[config.mk]
export PLATFORM = sky130hd
export DESIGN_NAME = bus_arbit_rr4_flat
export DESIGN_NICKNAME = d
export VERILOG_FILES = /design/src/rtl/bus_arbit_rr4_if.sv /design/src/rtl/bus_arbit_rr4.sv /design/src/flat_wrapper.sv
export SDC_FILE = /design/constraint.sdc
export NUM_CORES = 1
export LEC_CHECK = 0
export BUFFER_PORTS_ARGS = -buffer_cell sky130_fd_sc_hd__clkbuf_2
export CORE_MARGIN = 2
export CORE_UTILIZATION = 50
export CTS_BUF_LIST = sky130_fd_sc_hd__clkbuf_4 sky130_fd_sc_hd__clkbuf_8 sky130_fd_sc_hd__clkbuf_16
export CTS_CLUSTER_SIZE = 25
export DETAILED_ROUTE_END_ITERATION = 8
export PLACE_DENSITY = 0.75
export SYNTH_ARGS = -nofsm -noshare
export SYNTH_HDL_FRONTEND = slang
export SYNTH_SLANG_ARGS = --single-unit
[constraint.sdc]
create_clock -name clk -period 2.2 [get_ports clk]
set_input_delay 0.33 -clock clk [delete_from_list [all_inputs] [get_ports clk]]
set_output_delay 0.33 -clock clk [all_outputs]
set_load 0.02 [all_outputs]
[src/rtl/bus_arbit_rr4_if.sv]
// Request/grant bundle between the four bus masters and the round-robin arbiter.
// M_lock exists only when BUS_ARB_LOCK_EN is defined.
interface bus_arbit_rr4_if;
    logic [3:0] M_req;
`ifdef BUS_ARB_LOCK_EN
    logic [3:0] M_lock;
`endif
    logic [3:0] M_grant;
    logic [1:0] M_sel;
    logic       bus_busy;
    logic [7:0] tenure_cnt;

    // Requesting side.
    modport master (
        output M_req,
`ifdef BUS_ARB_LOCK_EN
        output M_lock,
`endif
        input  M_grant,
        input  M_sel,
        input  bus_busy,
        input  tenure_cnt
    );

    // Arbiter side.
    modport slave (
        input  M_req,
`ifdef BUS_ARB_LOCK_EN
        input  M_lock,
`endif
        output M_grant,
        output M_sel,
        output bus_busy,
        output tenure_cnt
    );
endinterface

[src/rtl/bus_arbit_rr4.sv]
// Four-master round-robin arbiter with bounded tenure; registered one-hot grant and owner index.
// Define BUS_ARB_LOCK_EN to add M_lock, which exempts the current owner from tenure preemption.
module bus_arbit_rr4 #(
    parameter int unsigned TENURE = 8
) (
    input logic           clk,
    input logic           reset,
    bus_arbit_rr4_if.slave bus
);
    localparam logic [7:0] Limit = 8'(TENURE - 1);

    typedef enum logic [0:0] {StIdle, StOwn} state_e;

    state_e     state_q;
    logic [1:0] last_q;
    logic [3:0] grant_q;
    logic [7:0] cnt_q;

    logic [3:0] lock;
    logic [3:0] others;
    logic       owner_req;
    logic       preempt;
    logic [1:0] next_idx;

`ifdef BUS_ARB_LOCK_EN
    assign lock = bus.M_lock;
`else
    assign lock = 4'b0000;
`endif

    // First set bit of mask searching from 'from'+1 upward, wrapping 3 -> 0.
    function automatic logic [1:0] next_req(input logic [1:0] from, input logic [3:0] mask);
        logic [1:0] idx;
        logic [1:0] res;
        res = from;
        for (int i = 4; i >= 1; i--) begin
            idx = from + 2'(i);
            if (mask[idx]) res = idx;
        end
        return res;
    endfunction

    always_comb begin
        // grant_q is zero when idle, so others covers every requester then.
        others    = bus.M_req & ~grant_q;
        owner_req = bus.M_req[last_q];
        preempt   = (state_q == StOwn) && owner_req && (|others) && (cnt_q >= Limit)
                    && !lock[last_q];
        next_idx  = next_req(last_q, others);
    end

    always_ff @(posedge clk) begin
        if (reset) begin
            state_q <= StIdle;
            last_q  <= 2'd3;
            grant_q <= 4'b0000;
            cnt_q   <= 8'd0;
        end else begin
            unique case (state_q)
                StIdle: begin
                    if (|bus.M_req) begin
                        state_q <= StOwn;
                        last_q  <= next_idx;
                        grant_q <= 4'b0001 << next_idx;
                        cnt_q   <= 8'd0;
                    end
                end
                StOwn: begin
                    if (!owner_req || preempt) begin
                        if (|others) begin
                            last_q  <= next_idx;
                            grant_q <= 4'b0001 << next_idx;
                        end else begin
                            state_q <= StIdle;
                            grant_q <= 4'b0000;
                        end
                        cnt_q <= 8'd0;
                    end else if (cnt_q != 8'd255) begin
                        cnt_q <= cnt_q + 8'd1;
                    end
                end
                default: state_q <= StIdle;
            endcase
        end
    end

    assign bus.M_grant    = grant_q;
    assign bus.M_sel      = last_q;
    assign bus.bus_busy   = |grant_q;
    assign bus.tenure_cnt = cnt_q;
endmodule

[src/flat_wrapper.sv]
// flat-port wrapper written by rule: the top's interface ports become plain ports
module bus_arbit_rr4_flat 
#(
    parameter int unsigned TENURE = 8
)
  (clk, reset, bus_M_req, bus_M_grant, bus_M_sel, bus_bus_busy, bus_tenure_cnt);
  bus_arbit_rr4_if bus_i ();
  input logic clk;
  input logic reset;
  input wire logic [$bits(bus_i.M_req)-1:0] bus_M_req;
  output wire logic [$bits(bus_i.M_grant)-1:0] bus_M_grant;
  output wire logic [$bits(bus_i.M_sel)-1:0] bus_M_sel;
  output wire logic [$bits(bus_i.bus_busy)-1:0] bus_bus_busy;
  output wire logic [$bits(bus_i.tenure_cnt)-1:0] bus_tenure_cnt;
  assign bus_i.M_req = bus_M_req;
  assign bus_M_grant = bus_i.M_grant;
  assign bus_M_sel = bus_i.M_sel;
  assign bus_bus_busy = bus_i.bus_busy;
  assign bus_tenure_cnt = bus_i.tenure_cnt;
  bus_arbit_rr4 #(.TENURE(TENURE)) u_core (.clk(clk), .reset(reset), .bus(bus_i));
endmodule
==> results.cfg, run 1 <==
[run_status]
outcome = complete, no violations

[pwr]
ir_drop_mv = 0.585
p_total_w = 0.000711
cellLeakagePower_nw = 0.481
power_density_nw_per_um2 = 660

[finish]
final_area_sq_um = 1080
n_antenna_cell = 0
area_growth_pct = 18.2
nNetsFinal = 131
drive_gt1_frac = 0.301
final_core_util = 0.625

[timing]
rsz0062_at_grt = false
setup_viol = 0
tns_ns = 0
slew_viol_final = 0
max-slew-margin-rel = 0.678
fin_crit_sh = 0.929
fin_crit_ns = 2.04
fin_hold_ws_ns = 0.381
tightest_slew_ns = 0.482
fmax_ghz = 0.489
finalHoldViolations = 0
finClkSkew_ns = 0.00861

[setup_path]
worst_path_max_delay_cell = or3_4
crit_path_end_kind = flip-flop
start_kind = flip-flop
crit_chain = ha_1 > nand3_2 > or3_4 > o2111a_1 > and3_4 > a221o_1
crit_buf_inv = 0
critical_path_arrival_ns = 2.22
cp_slowest_stage_delay_ns = 0.43
r2r_end = u_core.bus.tenure_cnt[6]$_SDFFE_PP0P_
reg2reg_depth = 6
r2r_setup_slack_ns = 0.16
critPathMaxFanout = 10
worstSetupPathType = reg -> reg
cp.required_ns = 2.38
path_delay_family = simple AND/OR/NAND/NOR gates
reg2reg_from = u_core.bus.tenure_cnt[1]$_SDFFE_PP0P_

[logic_synthesis]
synth-compound-area-share = 0.274
ys_seq_elements = 15
synth-edff-count = 0
synth_top_family_by_area = simple AND/OR/NAND/NOR gates
netlist_top_cells_area = dfxtp_1 (33%), a22o_1 (4.8%), nand2b_1 (4.1%)
synth_flop_cell = dfxtp_1
synthMuxAreaShare = 0.0398
synthCells = 98
syn_area_per_cell_sq_um = 9.31
syn-num-nets = 105
syn_area_sq_um = 912
ys_warn_count = 0
post-synth-top-area-fraction = 0.329
yosys.area_share.simple = 0.295
ys_async_sr_fraction = 0
yosysTopAreaCell = dfxtp_1
synth-seq-area-share = 0.329
synth-xor-area-share = 0.0192
synthDistinctLibCells = 42
synthAdderAreaFrac = 0.0137

[clocking]
cts_made_buffers = 3
htree_num_levels = 1
cts-root-buf = clkbuf_4
clk_latency_ns = 0.29
post-cts-setup-buffers = 0
cts-resized-gates = 0
cts_sinks = 15
clkTransAtPathRegs_ns = 0.09
tritoncts = yes
ctsHoldBuffers = 0
clock_path_buffers = 2

[place]
io_buffers = 20
hpwl_microns = 1540
globalplace.congestion = 0.828
placed_area_sq_um = 1050

[floorplanning]
rows = 15
dieArea_sq_um = 2180
pin_count = 21
die_height_microns = 46.7
dieWidth_microns = 46.7
core_area_sq_um = 1730
initial_utilization = 0.528

[drt]
via_per_inst = 5.82
route.detailed.drc = 0
ant_nets = 0
vias = 862
totalWireLength_microns = 2030
wl_per_cell_microns = 13.7
drt_iter0_drc = 21
dr.pass1.iters = 4

[global_routing]
grt_antenna_before_repair = 0
grt_pass1_wl_microns = 3250
grt_max_degree = 11
grt_usage = 0.210
grt_remaining_overflow = 0
grt_pass1_vias = 716

[min_path]
min_from = reset
whs_path_depth = 2
hold_class = in -> reg
holdPathEnd = u_core.bus.tenure_cnt[0]$_SDFFE_PP0P_

[run]
drv_cap = 0
==> sequential cells by signal, summed over array words and instances, names as in the netlist <==
register / flops
u_core.bus.M_sel: 2
u_core.bus.M_grant: 4
u_core.state_q: 1
u_core.bus.tenure_cnt: 8
==> power by group <==
group	leakage, nW	switching, W	internal (W)	total, W
registers	0.122	0.0000291	0.000293	0.000322
logic	0.341	0.000132	0.0000922	0.000224
clock network	0.0177	0.0000980	0.0000675	0.000165
total	0.481	0.000259	0.000453	0.000711
==> worst reg2reg max path, stage by stage (launching register included) <==
cell,delay [ns]
dfxtp_1,0.40
ha_1,0.25
nand3_2,0.13
or3_4,0.43
o2111a_1,0.26
and3_4,0.23
a221o_1,0.25
==> metal layers <==
layer,vias up,global-route usage,wire [microns]
li1,436,-,-
met1,412,0.309,1040
met2,12,0.306,929
met3,2,0.0471,45
met4,0,0.0667,21
met5,-,0,0
==> Yosys cell counts, types with 2 or more instances <==
master and n:
nor2_1 7, a211o_1 2, or2_2 2, nand2b_1 6
o21ai_0 2, and2_1 2, nand3_1 4, a22o_1 5
nor4_1 2, nor3_1 4, a21oi_1 3, a32o_1 2
inv_1 3, xnor2_1 2, a221o_1 3, dfxtp_1 15
nand2_1 5, nor2b_1 2, a211oi_1 2, and3_1 3
==> per-stage QoR <==
stage / instances / setup WS, ns
final: 148 / 0.156
after global routing: 148 / 0.0747
after CTS: 148 / 0.168
after detailed placement: 144 / 0.182
after global placement: 144 / 0.236
after floorplan: 98 / 0.100
==> area by class of cell <==
cell class                 instances  area, sq um
fill                             169          648
multi-input combinational         78          586
sequential                        15          300
timing repair buffer              23          123
tap                               25         31.3
clock buffer                       3         22.5
inverter                           3         11.3
clock inverter                     1         5.00
==> cell usage in the layout (no fill, tap or decap), types with 3 or more instances in the layout <==
master    instances
buf_4             3
inv_1             3
nand2_1           5
clkbuf_4          3
a22o_1            5
nand2b_1          6
nand3_1           4
nor3_1            4
and3_1            3
a21oi_1           3
nor2_1            7
clkbuf_2         20
a221o_1           3
dfxtp_1          15
==> worst max path at each step <==
| stage | start | end | cells past startpoint |
|---|---|---|---|
| after floorplan | u_core.bus.tenure_cnt[0]$_SDFFE_PP0P_ | u_core.bus.tenure_cnt[6]$_SDFFE_PP0P_ | 7 |
| after global placement | u_core.bus.tenure_cnt[1]$_SDFFE_PP0P_ | u_core.bus.tenure_cnt[6]$_SDFFE_PP0P_ | 6 |
| after detailed placement | u_core.bus.tenure_cnt[1]$_SDFFE_PP0P_ | u_core.bus.tenure_cnt[6]$_SDFFE_PP0P_ | 6 |
| after CTS | u_core.bus.tenure_cnt[1]$_SDFFE_PP0P_ | u_core.bus.tenure_cnt[6]$_SDFFE_PP0P_ | 6 |
| after global routing | u_core.bus.tenure_cnt[1]$_SDFFE_PP0P_ | u_core.bus.tenure_cnt[5]$_SDFFE_PP0P_ | 6 |
| final | u_core.bus.tenure_cnt[1]$_SDFFE_PP0P_ | u_core.bus.tenure_cnt[6]$_SDFFE_PP0P_ | 6 |
==> logic make-up after synthesis <==
family                   after synthesis
adder cells (fa/ha/maj)                1
XOR/XNOR                               2
AO/OA/AOI/OAI                         27
multiplexers                           2
flip-flops                            15
AND/OR/NAND/NOR                       46
buffers and inverters                  5
No activity file was read; power rests on OpenSTA's default activity.
==> inputs of run 2 (changes only) <==
Settings changed: GPL_TIMING_DRIVEN set to 0.
==> results.cfg, run 2 (same netlist as run 1, synthesis figures left out) <==
[run_status]
outcome = complete, no violations

[finish]
area_growth_pct = 17.0
largest_reg_flops = 8
layout_commonest_cell = clkbuf_2
drive_gt1_frac = 0.289
nNetsFinal = 129
filler_cell_count = 160
n_antenna_cell = 0
layout_common_cells = clkbuf_2 (19), dfxtp_1 (14), nor2_1 (7), nand2b_1 (6)

[timing]
tns_ns = 0
setup_ws_ns = 0.164
finClkSkew_ns = 0.00641
slew_viol_final = 0
fmax_ghz = 0.491
finalHoldViolations = 0
setup_viol = 0
rsz0062_at_grt = false
fin_crit_sh = 0.925
fin_crit_ns = 2.04
tightest_slew_ns = 0.630
max-slew-margin-rel = 0.577

[setup_path]
r2r_end = u_core.bus.tenure_cnt[6]$_SDFFE_PP0P_
critical_path_arrival_ns = 2.21
endpoint = u_core.bus.tenure_cnt[6]$_SDFFE_PP0P_
cp_slowest_stage_delay_ns = 0.44
reg2reg_depth = 7
worstSetupPathType = reg -> reg
crit_path_end_kind = flip-flop
reg2reg_from = u_core.bus.tenure_cnt[1]$_SDFFE_PP0P_
r2r_setup_slack_ns = 0.16
critPathMaxFanout = 10
cp.required_ns = 2.38
start_kind = flip-flop
worst_path_max_delay_cell = or3_4
crit_start = u_core.bus.tenure_cnt[1]$_SDFFE_PP0P_
crit_chain = ha_1 > nand3_2 > or3_4 > o2111a_1 > buf_6 > and3_4 > a221o_1

[floorplanning]
rows = 15
dieWidth_microns = 46.7
core_area_sq_um = 1730
die_height_microns = 46.7
dieArea_sq_um = 2180
pin_count = 21
initial_utilization = 0.528

[drt]
ant_nets = 0
vias = 865
drt_iter0_drc = 17
totalWireLength_microns = 1920
wl_per_cell_microns = 13.2
dr.pass1.iters = 4
via_per_inst = 5.92
route.detailed.drc = 0

[clocking]
clk_latency_ns = 0.28
tritoncts = yes
cts-root-buf = clkbuf_4
cts_made_buffers = 3
post-cts-setup-buffers = 0
htree_num_levels = 1
clkTransAtPathRegs_ns = 0.09
cts-resized-gates = 0
ctsHoldBuffers = 0
cts_sinks = 15
clock_path_buffers = 2

[global_routing]
grt_remaining_overflow = 0
grt_usage = 0.203
grt_max_degree = 11
grt_antenna_before_repair = 0
grt_pass1_vias = 760
grt_pass1_wl_microns = 3190

[place]
globalplace.congestion = 0.842
io_buffers = 19
pre_cts_ws_ns = 0.101
hpwl_microns = 1480

[min_path]
hold_class = in -> reg
whs_path_depth = 2

[pwr]
cellLeakagePower_nw = 0.470
power_density_nw_per_um2 = 644
ir_drop_mv = 0.527

[run]
drv_cap = 0
-- run 2: changes by cell type in the layout (fill, tap and decap cells not counted) --
cell      previous run  this run
buf_6                0         1
dfxtp_1             15        14
clkbuf_1             0         1
dfxtp_2              0         1
buf_4                3         0
clkbuf_2            20        19
-- run 2: through the flow --
step           power [W]   util  instance area (sq um)  hold WS [ns]  cells
2_1_floorplan   0.000478      -                    912         0.583     98
3_3_place_gp    0.000534  0.601                   1040         0.510    142
3_5_place_dp    0.000539  0.601                   1040         0.508    142
4_1_cts         0.000696  0.617                   1070         0.460    146
5_1_grt         0.000735  0.618                   1070         0.490    146
6_report        0.000687  0.618                   1070         0.482    146
-- run 2: how the worst min path moves through the flow --
stage                                     startpoint                                     to  slack (ns)
3_5_place_dp      u_core.bus.M_grant[2]$_SDFFE_PP0P_     u_core.bus.M_grant[2]$_SDFFE_PP0P_        0.51
6_report                                       reset  u_core.bus.tenure_cnt[0]$_SDFFE_PP0P_        0.48
3_3_place_gp      u_core.bus.M_grant[2]$_SDFFE_PP0P_     u_core.bus.M_grant[2]$_SDFFE_PP0P_        0.51
2_1_floorplan  u_core.bus.tenure_cnt[0]$_SDFFE_PP0P_  u_core.bus.tenure_cnt[0]$_SDFFE_PP0P_        0.58
5_1_grt                                        reset  u_core.bus.tenure_cnt[0]$_SDFFE_PP0P_        0.49
4_1_cts                                        reset  u_core.bus.tenure_cnt[0]$_SDFFE_PP0P_        0.46
-- run 2: layout make-up --
| cell class | count | area (sq um) | share of cell area |
|---|---|---|---|
| multi-input cells | 78 | 586 | 0.549 |
| flip-flops and latches | 15 | 302 | 0.283 |
| repair buffers | 19 | 95.1 | 0.0891 |
| well taps | 25 | 31.3 | 0.0293 |
| clock buffers | 3 | 22.5 | 0.0211 |
| plain buffers | 2 | 15.0 | 0.0141 |
| inverters | 3 | 11.3 | 0.0106 |
| clock inverters | 1 | 5.00 | 0.00469 |
-- run 2: layer usage --
metal	up-vias	routed length (microns)	track usage
met1	420	955	0.292
met5	-	0	0
li1	430	-	-
met3	2	46	0.0353
met2	13	906	0.303
met4	0	14	0.0722
-- run 2: critical path: cells and delay by family (launching register included) --
| family | cells | cell delay, ns |
|---|---|---|
| AOI/OAI and AO/OA | 2 | 0.41 |
| buffers and inverters | 1 | 0.14 |
| DFF | 1 | 0.40 |
| adders and majority gates | 1 | 0.25 |
| and+or+nand+nor | 3 | 0.74 |
-- run 2: report_power, final --
part	internal [W]	switching, W
clock network	0.0000673	0.0000875
logic	0.0000841	0.000126
registers	0.000293	0.0000295
==> inputs of run 3 (changes only) <==
Settings changed: CORE_UTILIZATION 50 to 27, PLACE_DENSITY 0.75 to 0.46.
==> results.cfg, run 3 (same netlist as run 1, synthesis figures left out) <==
[run_status]
outcome = complete, no violations

[clocking]
clkTransAtPathRegs_ns = 0.10
cts-root-buf = clkbuf_4
cts_sinks = 15
post-cts-setup-buffers = 0
htree_num_levels = 1
cts_made_buffers = 3
tritoncts = yes
clock_path_buffers = 2
clk_latency_ns = 0.29

[global_routing]
grt_max_degree = 11
grt_pass1_vias = 796
grt_usage = 0.123
grt_antenna_before_repair = 0
grt_remaining_overflow = 0
grtUsageMet1 = 0.146
grt_pass1_wl_microns = 3810
busiest_layer = met2
met3_usage = 0.0489
gr-usage-met2 = 0.207

[min_path]
whs_path_depth = 2
hold_class = in -> reg

[floorplanning]
dieArea_sq_um = 3860
rows = 21
die_height_microns = 62.1
dieWidth_microns = 62.1
initial_utilization = 0.278
pin_count = 21
core_area_sq_um = 3280

[finish]
layout_commonest_cell = clkbuf_2
final_area_sq_um = 1100
area_growth_pct = 20.2
multi_input_area_sq_um = 586
layout_common_cells = clkbuf_2 (19), dfxtp_1 (14), nor2_1 (7), nand2b_1 (6)
drive_gt1_frac = 0.289
nNetsFinal = 129
largest_reg_flops = 8
seqCellArea_sq_um = 302
filler_cell_count = 346
n_antenna_cell = 0

[run]
drv_cap = 0

[place]
placed_area_sq_um = 1060
io_buffers = 19
globalplace.congestion = 0.822
hpwl_microns = 1630

[setup_path]
cp.required_ns = 2.39
worstSetupPathType = reg -> reg
cp_slowest_stage_delay_ns = 0.44
crit_chain = ha_1 > nand3_2 > or3_4 > o2111a_1 > buf_6 > and3_1 > a221o_1
worst_path_max_delay_cell = or3_4
reg2reg_depth = 7
critPathMaxFanout = 10
start_kind = flip-flop
critical_path_arrival_ns = 2.25
crit_path_end_kind = flip-flop

[timing]
rsz0062_at_grt = false
slew_viol_final = 0
fin_crit_sh = 0.936
max-slew-margin-rel = 0.660
tightest_slew_ns = 0.508
finClkSkew_ns = 0.00271
setup_viol = 0
tns_ns = 0
fin_crit_ns = 2.06
fmax_ghz = 0.485
finalHoldViolations = 0

[drt]
ant_nets = 0
wl_per_cell_microns = 13.2
drt_iter0_drc = 40
route.detailed.drc = 0
via_per_inst = 5.15
totalWireLength_microns = 2210
dr.pass1.iters = 4
vias = 860

[pwr]
cellLeakagePower_nw = 0.470
power_density_nw_per_um2 = 655
ir_drop_mv = 0.312
-- run 3: changes by cell type in the layout (fill, tap and decap cells not counted), sizes merged --
cell    previous run  this run
clkinv             1         0
clkbuf            23        24
-- run 3: where the power goes --
part	internal (W)	total, W	switching [W]
clock network	0.0000829	0.000182	0.0000993
registers	0.000294	0.000325	0.0000313
logic	0.0000840	0.000211	0.000127
total	0.000460	0.000718	0.000257
-- run 3: area by class of cell --
class,count,share of cell area
Multi-Input combinational cell,78,0.534
Sequential cell,15,0.275
Timing Repair Buffer,19,0.0868
Tap cell,46,0.0525
Clock buffer,4,0.0274
Buffer,2,0.0137
Inverter,3,0.0103
-- run 3: final timing paths --
kind | startpoint | endpoint | slack, ns
worst min register to register | u_core.bus.tenure_cnt[0]$_SDFFE_PP0P_ | u_core.bus.tenure_cnt[0]$_SDFFE_PP0P_ | 0.52
worst max register to register | u_core.bus.tenure_cnt[1]$_SDFFE_PP0P_ | u_core.bus.tenure_cnt[5]$_SDFFE_PP0P_ | 0.14
worst max-delay path | u_core.bus.tenure_cnt[1]$_SDFFE_PP0P_ | u_core.bus.tenure_cnt[5]$_SDFFE_PP0P_ | 0.14
worst min-delay path | reset | u_core.bus.tenure_cnt[0]$_SDFFE_PP0P_ | 0.45
-- run 3: worst max-delay path, delay by kind of cell (launching register included) --
kind	cells	cell delay, ns
adders and majority gates	1	0.26
and+or+nand+nor	3	0.73
buffers and inverters	1	0.14
DFF	1	0.40
AOI/OAI and AO/OA	2	0.42
-- run 3: stage by stage --
| stage | utilization | hold slack, ns | power, W | std cells | setup WS (ns) |
|---|---|---|---|---|---|
| after floorplan | - | 0.583 | 0.000478 | 98 | 0.100 |
| after global placement | 0.324 | 0.527 | 0.000542 | 163 | 0.0865 |
| after detailed placement | 0.324 | 0.540 | 0.000542 | 163 | 0.0570 |
| after CTS | 0.333 | 0.475 | 0.000730 | 167 | 0.0286 |
| after global routing | 0.334 | 0.530 | 0.000760 | 167 | 0.0296 |
| final | 0.334 | 0.453 | 0.000718 | 167 | 0.140 |
-- run 3: repair_timing --
action                                  CTS  global route
gates resized for setup                   0             1
hold buffers                              0             0
endpoints found under the setup margin    0             3
-- run 3: metal layers --
metal  wire length [microns]  up-vias
met3                     155        2
met4                      18        0
li1                        -      424
met1                    1020      409
met5                       0        -
met2                    1020       25
